File: config.mk
export PLATFORM = sky130hd
export DESIGN_NAME = cond_merge3
export DESIGN_NICKNAME = d
export VERILOG_FILES = /design/src/rtl/cond_merge_pkg.sv /design/src/rtl/cond_merge_fifo.sv /design/src/rtl/cond_merge3.sv
export SDC_FILE = /design/constraint.sdc
export NUM_CORES = 1
export LEC_CHECK = 0
export CORE_AREA = 2 2 163 165
export CTS_BUF_LIST = sky130_fd_sc_hd__clkbuf_8 sky130_fd_sc_hd__clkbuf_16
export DETAILED_ROUTE_END_ITERATION = 10
export DIE_AREA = 0 0 165 167
export SLEW_MARGIN = 0
export SYNTH_ARGS = -nofsm -noshare
export SYNTH_HDL_FRONTEND = slang
export SYNTH_SLANG_ARGS = --single-unit
File: constraint.sdc
create_clock -name clk -period 3.15 [get_ports clk]
set_clock_uncertainty 0.2 [all_clocks]
set_input_delay 0.63 -clock clk [delete_from_list [all_inputs] [get_ports clk]]
set_output_delay 0.63 -clock clk [all_outputs]
set_load 0.01 [all_outputs]
File: src/rtl/cond_merge_pkg.sv
// cond_merge_pkg: shared definitions for the three-way conditional merge.
//   SRC_W          width of the branch-origin tag
//   SRC_B0..SRC_B2 tag values for branches 0..2 (3 is never used)
//   merge_entry_t  {src, data} FIFO entry at the default 32-bit payload width
//   next_src()     round-robin successor of a branch tag, mod 3
package cond_merge_pkg;

  localparam int unsigned SRC_W          = 2;
  localparam int unsigned DEFAULT_DATA_W = 32;

  typedef logic [SRC_W-1:0] src_t;

  localparam src_t SRC_B0 = 2'd0;
  localparam src_t SRC_B1 = 2'd1;
  localparam src_t SRC_B2 = 2'd2;

  // The top level declares a width-matched copy of this layout for its DATA_W.
  typedef struct packed {
    src_t                      src;
    logic [DEFAULT_DATA_W-1:0] data;
  } merge_entry_t;

  function automatic src_t next_src(input src_t k);
    return (k == SRC_B2) ? SRC_B0 : src_t'(k + src_t'(1));
  endfunction

endpackage

File: src/rtl/cond_merge_fifo.sv
// cond_merge_fifo: synchronous FIFO with occupancy output, no fall-through.
//   clk_i, rst_ni  clock, asynchronous active-low reset (clears pointers and level)
//   push_i/wdata_i write request and word; ignored when full
//   pop_i          read request; ignored when empty
//   rdata_o        head word, 0 when empty
//   empty_o/full_o occupancy flags
//   level_o        number of stored words, 0..Depth
module cond_merge_fifo #(
  parameter int unsigned Width = 34,
  parameter int unsigned Depth = 4
) (
  input  logic                     clk_i,
  input  logic                     rst_ni,
  input  logic                     push_i,
  input  logic [Width-1:0]         wdata_i,
  input  logic                     pop_i,
  output logic [Width-1:0]         rdata_o,
  output logic                     empty_o,
  output logic                     full_o,
  output logic [$clog2(Depth):0]   level_o
);

  localparam int unsigned PtrW = $clog2(Depth);
  localparam int unsigned LvlW = PtrW + 1;

  logic [Width-1:0] mem_q [Depth];
  logic [PtrW-1:0]  wr_ptr_q, rd_ptr_q;
  logic [LvlW-1:0]  level_q, level_d;
  logic             do_push, do_pop;

  assign empty_o = (level_q == '0);
  assign full_o  = (level_q == LvlW'(Depth));
  assign do_push = push_i & ~full_o;
  assign do_pop  = pop_i & ~empty_o;

  always_comb begin
    level_d = level_q;
    unique case ({do_push, do_pop})
      2'b10:   level_d = level_q + LvlW'(1);
      2'b01:   level_d = level_q - LvlW'(1);
      default: level_d = level_q;
    endcase
  end

  // Pointers are exactly PtrW bits wide so they wrap at Depth on their own.
  always_ff @(posedge clk_i or negedge rst_ni) begin
    if (!rst_ni) begin
      wr_ptr_q <= '0;
      rd_ptr_q <= '0;
      level_q  <= '0;
    end else begin
      if (do_push) wr_ptr_q <= wr_ptr_q + PtrW'(1);
      if (do_pop)  rd_ptr_q <= rd_ptr_q + PtrW'(1);
      level_q <= level_d;
    end
  end

  // Storage is not reset; stale words are masked by the level.
  always_ff @(posedge clk_i) begin
    if (do_push) mem_q[wr_ptr_q] <= wdata_i;
  end

  assign rdata_o = empty_o ? '0 : mem_q[rd_ptr_q];
  assign level_o = level_q;

endmodule

File: src/rtl/cond_merge3.sv
// cond_merge3: round-robin merge of three branch channels into one tagged stream,
// buffered by an output FIFO so a stalled consumer does not stall the branches.
//   clk, rst_n            clock, asynchronous active-low reset
//   inK_valid/ready/data  branch K handshake and payload (K = 0..2)
//   out_valid/ready       FIFO head handshake
//   out_data, out_src     head payload and branch of origin (0 when empty)
//   fifo_level            current FIFO occupancy
module cond_merge3
  import cond_merge_pkg::*;
#(
  parameter int unsigned DATA_W = 32,
  parameter int unsigned DEPTH  = 4
) (
  input  logic                     clk,
  input  logic                     rst_n,
  input  logic                     in0_valid,
  input  logic                     in1_valid,
  input  logic                     in2_valid,
  output logic                     in0_ready,
  output logic                     in1_ready,
  output logic                     in2_ready,
  input  logic [DATA_W-1:0]        in0_data,
  input  logic [DATA_W-1:0]        in1_data,
  input  logic [DATA_W-1:0]        in2_data,
  output logic                     out_valid,
  input  logic                     out_ready,
  output logic [DATA_W-1:0]        out_data,
  output logic [SRC_W-1:0]         out_src,
  output logic [$clog2(DEPTH):0]   fifo_level
);

  typedef struct packed {
    src_t              src;
    logic [DATA_W-1:0] data;
  } entry_t;

  logic [2:0] valid_vec, grant;
  src_t       rr_ptr_q, rr_ptr_d;
  entry_t     wr_entry, rd_entry;
  logic       fifo_full, fifo_empty;

  assign valid_vec = {in2_valid, in1_valid, in0_valid};

  // Full is taken from the registered level, so a pop in the same cycle never
  // opens a slot for a push (no out_ready -> inK_ready path).
  always_comb begin
    grant = '0;
    if (!fifo_full) begin
      case (rr_ptr_q)
        SRC_B0: begin
          if      (valid_vec[0]) grant = 3'b001;
          else if (valid_vec[1]) grant = 3'b010;
          else if (valid_vec[2]) grant = 3'b100;
        end
        SRC_B1: begin
          if      (valid_vec[1]) grant = 3'b010;
          else if (valid_vec[2]) grant = 3'b100;
          else if (valid_vec[0]) grant = 3'b001;
        end
        default: begin
          if      (valid_vec[2]) grant = 3'b100;
          else if (valid_vec[0]) grant = 3'b001;
          else if (valid_vec[1]) grant = 3'b010;
        end
      endcase
    end
  end

  always_comb begin
    rr_ptr_d      = rr_ptr_q;
    wr_entry.src  = SRC_B0;
    wr_entry.data = in0_data;
    unique case (grant)
      3'b001: begin
        rr_ptr_d      = next_src(SRC_B0);
        wr_entry.src  = SRC_B0;
        wr_entry.data = in0_data;
      end
      3'b010: begin
        rr_ptr_d      = next_src(SRC_B1);
        wr_entry.src  = SRC_B1;
        wr_entry.data = in1_data;
      end
      3'b100: begin
        rr_ptr_d      = next_src(SRC_B2);
        wr_entry.src  = SRC_B2;
        wr_entry.data = in2_data;
      end
      default: ;
    endcase
  end

  always_ff @(posedge clk or negedge rst_n) begin
    if (!rst_n) begin
      rr_ptr_q <= SRC_B0;
    end else begin
      rr_ptr_q <= rr_ptr_d;
    end
  end

  cond_merge_fifo #(
    .Width ($bits(entry_t)),
    .Depth (DEPTH)
  ) u_fifo (
    .clk_i   (clk),
    .rst_ni  (rst_n),
    .push_i  (|grant),
    .wdata_i (wr_entry),
    .pop_i   (out_ready),
    .rdata_o (rd_entry),
    .empty_o (fifo_empty),
    .full_o  (fifo_full),
    .level_o (fifo_level)
  );

  assign in0_ready = grant[0];
  assign in1_ready = grant[1];
  assign in2_ready = grant[2];

  assign out_valid = ~fifo_empty;
  assign out_data  = rd_entry.data;
  assign out_src   = rd_entry.src;

endmodule

; Word level (Yosys, flattened, before mapping)
; Memory sizes are Yosys's and may differ from the RTL's.
; Index checks and enable logic that the tools add are counted.
[word_totals]
output_inout_bits = 41
memories = 1
input_bits = 102
word_cells = 42
reg_bits = 9
ramBits = 136
[memory_table]
columns = memory, depth, width, read_ports, rd_ports_with_merged_regs, write_ports, line_no
row1 = u_fifo.mem_q, 4, 34, 1, 0, 1, cond_merge_fifo.sv:26  ; logic [Width-1:0] mem_q [Depth];
[op_classes]
n_reduce_logical = 5
muxes = 17
n_eq_ne = 7
bitwise = 4
add_sub_neg = 4
[op_table]
columns = operator, n
row1 = $pmux 34 s2, 1
row2 = $mux 34, 1
row3 = $mux 3, 7
row4 = $pmux 3 s2, 2
row5 = $eq 3x3->1 const B, 2
row6 = $pmux 2 s3, 1
row7 = $add 2x1->2 const B, 2
row8 = $eq 2x1->1 const B, 2
row9 = $mux 2, 2
row10 = $add 3x1->3 const B, 1
row11 = $eq 3x1->1 const B, 1
row12 = $eq 3x2->1 const B, 1
row13 = $logic_not 3->1, 1
row14 = $mux 1, 3
row15 = $reduce_bool 3->1, 1
row16 = $reduce_or 3->1, 1
row17 = $sub 3x1->3 const B, 1
row18 = $and 1x1->1, 2
row19 = $eq 2x2->1 const B, 1
row20 = $logic_not 2->1, 1
row21 = $not 1->1, 2
row22 = $reduce_bool 2->1, 1

; Depth between registers and ports, before layout
; Gate-level depths: netlist of run 1.
[depth]
depth_word = 9
ltp_mapped = 10
depth_no_buf = 9

; By module
; From an unflattened synthesis of run 1, not the netlist that was laid out.
[hier_totals]
cells_unflattened = 347
hier_area_um2 = 6416.2
[modules_own_cells]
columns = module, cells_each, seq_area_each_um2, n_inst, area_per_inst_um2
row1 = cond_merge_fifo, 253, 4259.1, 1, 5612.9
row2 = cond_merge3, 94, 50.0, 1, 803.3

; Least setup slack after synthesis of run 1
; No wires, ideal clock.
[synth_timing]
kind = register -> register
startpoint = register u_fifo.level_q[2] (netlist: u_fifo.level_o[2])
endpoint = memory u_fifo.mem_q[0][0] (enable)
setup_time_ns = 0.394
setup_slack_ns = 0.703
period_less_slack_ns = 2.447
path_stages_with_launch = 5
n_path_buf = 1
arrival_time_ns = 1.853
required_ns = 2.556
path_cell_list = dfrtp_1 > or3b_1 > buf_6 > o31a_1 > and2_1
[synth_via]
elab_chain_cells = 6
word_cells_on_any_way = 7
classes_between = eq/ne: 1 / mux: 3 / bitwise: 2 / reduce/logical: 1
[synth_lines]
columns = item, line_no
row1 = start: declaration, cond_merge_fifo.sv:28  ; logic [LvlW-1:0] level_q, level_d;
row2 = start signal: assignment, cond_merge_fifo.sv:54  ; level_q <= level_d;
row3 = $eq 3x3->1 (*), cond_merge_fifo.sv:32  ; assign full_o = (level_q == LvlW'(Depth));
row4 = $mux 3, cond_merge3.sv:48  ; if (!fifo_full) begin
row5 = $reduce_or 3->1, cond_merge3.sv:107  ; .push_i (|grant),
row6 = $and 1x1->1 (*), cond_merge_fifo.sv:33  ; assign do_push = push_i & ~full_o;
row7 = $mux 1 (*), cond_merge_fifo.sv:60  ; if (do_push) mem_q[wr_ptr_q] <= wdata_i;
row8 = $mux 1 (implied by the code) (*), cond_merge_fifo.sv:60
row9 = end: declaration, cond_merge_fifo.sv:26
; Every way passes the cells marked *; elsewhere a longest branch is shown, timed or not.

; Worst setup path in the final report of run 1
[layout_timing]
startpoint = register u_fifo.rd_ptr_q[0]
endpoint = output out_data[3]
[layout_via]
elab_chain_cells = 2
[layout_lines]
columns = item, line_no
row1 = start: declaration, cond_merge_fifo.sv:27  ; logic [PtrW-1:0] wr_ptr_q, rd_ptr_q;
row2 = start signal: assignment, cond_merge_fifo.sv:53  ; if (do_pop) rd_ptr_q <= rd_ptr_q + PtrW'(1);
row3 = $mem_v2 4x34, n/a
row4 = $mux 34, cond_merge_fifo.sv:63  ; assign rdata_o = empty_o ? '0 : mem_q[rd_ptr_q];
row5 = end: declaration, cond_merge3.sv:27  ; output logic [DATA_W-1:0] out_data,
; Every way passes these cells.

==> results.yml, run 1 <==
outcome:
  run_status: "finished clean"
setup_path:
  worst_r2r_endpoint: "u_fifo.mem_q[3][27]"
  crit_path_start: "u_fifo.rd_ptr_q[0]"
  critPathCaptureType: "output pin"
  reg2regPathDepth: 4
  criticalPathCategory: "flop to output pin"
  worst_setup_path_start_kind: "flop"
  required_time_of_the_critical_path_ns: 2.32
  reg2reg_setup_slack_ns: 0.35
  worstPathArrival_ns: 2.26
  r2r-start: "u_fifo.level_o[0]"
  crit_fanout: 9
floorplan:
  start_util_pct: 24.6
  floorplan_die_area_mm2: 0.0276
  chipWidth_um: 165
  placementRows: 59
  fp.dieH_um: 167
  design.portCount: 143
  core-area_mm2: 0.0258
placement:
  place_worst_setup_slack_ns: -0.0848
  place.port_buffers: 142
  numPlacedInstances: 821
  place_hpwl_um: 10500
  postPlaceCellArea_mm2: 0.00825
  globalplace.congestion: 0.706
synth:
  syn-num-nets: 460
  postSynth.asyncResetShare_pct: 6.21
  post_synth_num_cell_types: 33
  netlist_instances: 352
  syn-mean-instance-area_um2: 18.0
  synth_flop_type: "edfxtp_1"
  yosysTopAreaCellShare_pct: 64.4
  synth_seq_area_share_pct: 67.9
  synth_area_leader_cell: "edfxtp_1"
  post_synth_instance_area_mm2: 0.00634
  synth_edf_count: 136
  yosys-top-cells-area: "edfxtp_1 64%, mux4_2 12%, and2_1 7.0%, a221o_1 5.1%, dfrtp_1 3.6%"
  synth_seq_cells: 145
  synthesis.yosys.warnings: 0
power_and_ir_drop:
  max-vdd-ir-drop_mv: 0.618
  total_leakage_power_uw: 0.00322
  total_power_uw: 9420
  cellPowerDensity_mw_per_mm2: 1060
timing:
  timing.fmax_ghz: 0.324
  post-route-worst-setup-slack_ns: 0.0631
  max_slew.worst_pin.slew_ns: 1.23
  hold_violations: 0
  finalCritPeriodShare_pct: 98.0
  worst_hold_margin_ns: 0.325
  setup_violations: 0
  slew_headroom_pct: 18.3
  finalCriticalPeriod_ns: 3.09
  slew_violations: 0
grt:
  first_global_vias: 4237
  grt_start_max_net_pins: 37
  overflow: 0
  grtUsageTotal_pct: 12.5
  grt_first_pass_wirelength_um: 25300
  grt_antenna_before_repair: 0
drt:
  route.antenna.remaining_nets: 0
  routed_wire_length_per_instance_um: 19.9
  viasPerCell: 4.52
  drc: 0
  dr.pass1.iters: 5
  via_count: 3866
  route.final.wire_length_um: 17000
  first_iter_violations: 262
cts:
  cts-root-to-sink-buffers: 2
  clock-root-buffer: "clkbuf_16"
  cts-buffers-inserted: 17
  cts_hold_buf: 0
  cts.sinks: 145
  clkSlewWorstSetupHoldPaths_ns: 0.06
  clk-insertion-delay-late_ns: 0.41
  tritoncts: "built"
  h-tree-depth: 4
layout:
  antenna-diode-count: 0
  finish.instance_area_mm2: 0.00890
  final_cell_count_without_fillers: 856
  final_layout_size_suffix_gt1_share_pct: 17.7
  finish.net_count: 618
  final.fill_count: 2426
  syn2layout_area_growth_pct: 40.4
min_path:
  hold_class: "input port to async pin"
run:
  cap_violations: 0
-- logic make-up (layout without fill, tap and decap cells) --
group / count (synthesis) / in the layout / synth area share (%)
AOI/OAI and AO/OA: 45 / 45 / 6.89
xor gates and xnor gates: 6 / 6 / 0.829
adders and majority gates: 6 / 6 / 1.30
buffers and inverters: 31 / 200 / 2.70
DFF: 145 / 145 / 67.9
muxes: 34 / 34 / 12.1
and+or+nand+nor: 85 / 85 / 8.27
-- cell usage in the layout (no fill, tap or decap), types with 2 or more instances in the layout --
master / Yosys / final
edfxtp_1: 136 / 136
clkdlybuf4s50_1: 0 / 120
and2_1: 71 / 67
mux4_2: 34 / 34
a221o_1: 32 / 32
clkbuf_16: 0 / 18
dlymetal6s2s_1: 0 / 16
buf_4: 3 / 10
inv_1: 8 / 9
buf_12: 0 / 8
dfrtp_1: 9 / 7
dlygate4sd2_1: 0 / 6
ha_1: 5 / 5
clkinv_2: 0 / 5
nand2_1: 4 / 4
and2_2: 0 / 4
xor2_1: 3 / 3
xnor2_1: 3 / 3
o21ai_0: 3 / 3
clkinvlp_4: 0 / 3
or3_1: 2 / 2
nor2b_1: 2 / 2
nor2_1: 2 / 2
bufinv_16: 0 / 2
dfrtp_2: 0 / 2
-- routing by layer --
metal	track usage, %	routed length, um	vias to the layer above
li1	-	-	1728
met1	16.1	7470	2021
met2	20.9	8560	107
met3	3.71	865	10
met4	2.68	121	0
met5	0	0	-
-- Yosys cell counts (all sizes together) (3+ instances only) --
cell and number:
a221o 32, and2 71, buf 13, clkbuf 10
dfrtp 9, edfxtp 136, ha 5, inv 8
mux4 34, nand2 4, o21ai 3, xnor2 3
xor2 3
-- metrics by stage --
| stage | TNS [ns] | util [%] |
|---|---|---|
| finish | 0 | 34.6 |
| global route | -0.00829 | 34.6 |
| CTS | 0 | 34.2 |
| detailed placement | -8.58 | 32.0 |
| global placement | -3.82 | 32.0 |
| floorplan | 0 | - |
-- worst max-delay path, stage by stage, from the launching register on --
cell             delay, ns
dfrtp_2               0.41
buf_12                0.13
clkbuf_16             0.18
mux4_2                0.49
and2_1                0.17
clkdlybuf4s50_1       0.47
-- worst max path at each step --
stage / to / slack [ns]
floorplan: u_fifo.mem_q[0][0] / 0.70
global placement: u_fifo.mem_q[0][12] / -0.04
detailed placement: u_fifo.mem_q[2][26] / -0.08
CTS: out_data[25] / 0.02
global route: out_data[3] / -0.008
finish: out_data[3] / 0.06
-- area by class of cell --
type                            count  area, um2  share of cell area (%)
Clock buffer                       17        425                    4.78
Clock inverter                     13        124                    1.39
Inverter                            8       30.0                   0.337
Multi-Input combinational cell    176       1870                    21.0
Sequential cell                   145       4310                    48.4
Tap cell                          335        419                    4.71
Timing Repair Buffer              162       1730                    19.4
-- state kept, by name, indices dropped and copies added, names as in the netlist --
signal / flops
u_fifo.rd_ptr_q: 2
u_fifo.mem_q: 136
rr_ptr_q: 2
u_fifo.level_o: 3
u_fifo.wr_ptr_q: 2
-- power by group --
group	internal [uW]	switching, uW
logic	2110	2030
clock network	1140	749
registers	3180	213
total	6430	2990
-- repair_timing --
item                                    in CTS  in global routing
gates resized for setup                      6                 18
cloned                                       0                  1
endpoints found under the setup margin       6                 22
setup buffers                                1                  3
Power figures use the tool's default switching activity.
==> run 2: changes to the inputs <==
--- a/config.mk
+++ b/config.mk
@@ -5,6 +5,7 @@
 export SDC_FILE = /design/constraint.sdc
 export NUM_CORES = 1
 export LEC_CHECK = 0
+export ABC_AREA = 0
 export CORE_AREA = 2 2 163 165
 export CTS_BUF_LIST = sky130_fd_sc_hd__clkbuf_8 sky130_fd_sc_hd__clkbuf_16
 export DETAILED_ROUTE_END_ITERATION = 10
==> results of run 2 <==
No change in the layout: final DEF, timing and power equal those of run 1.
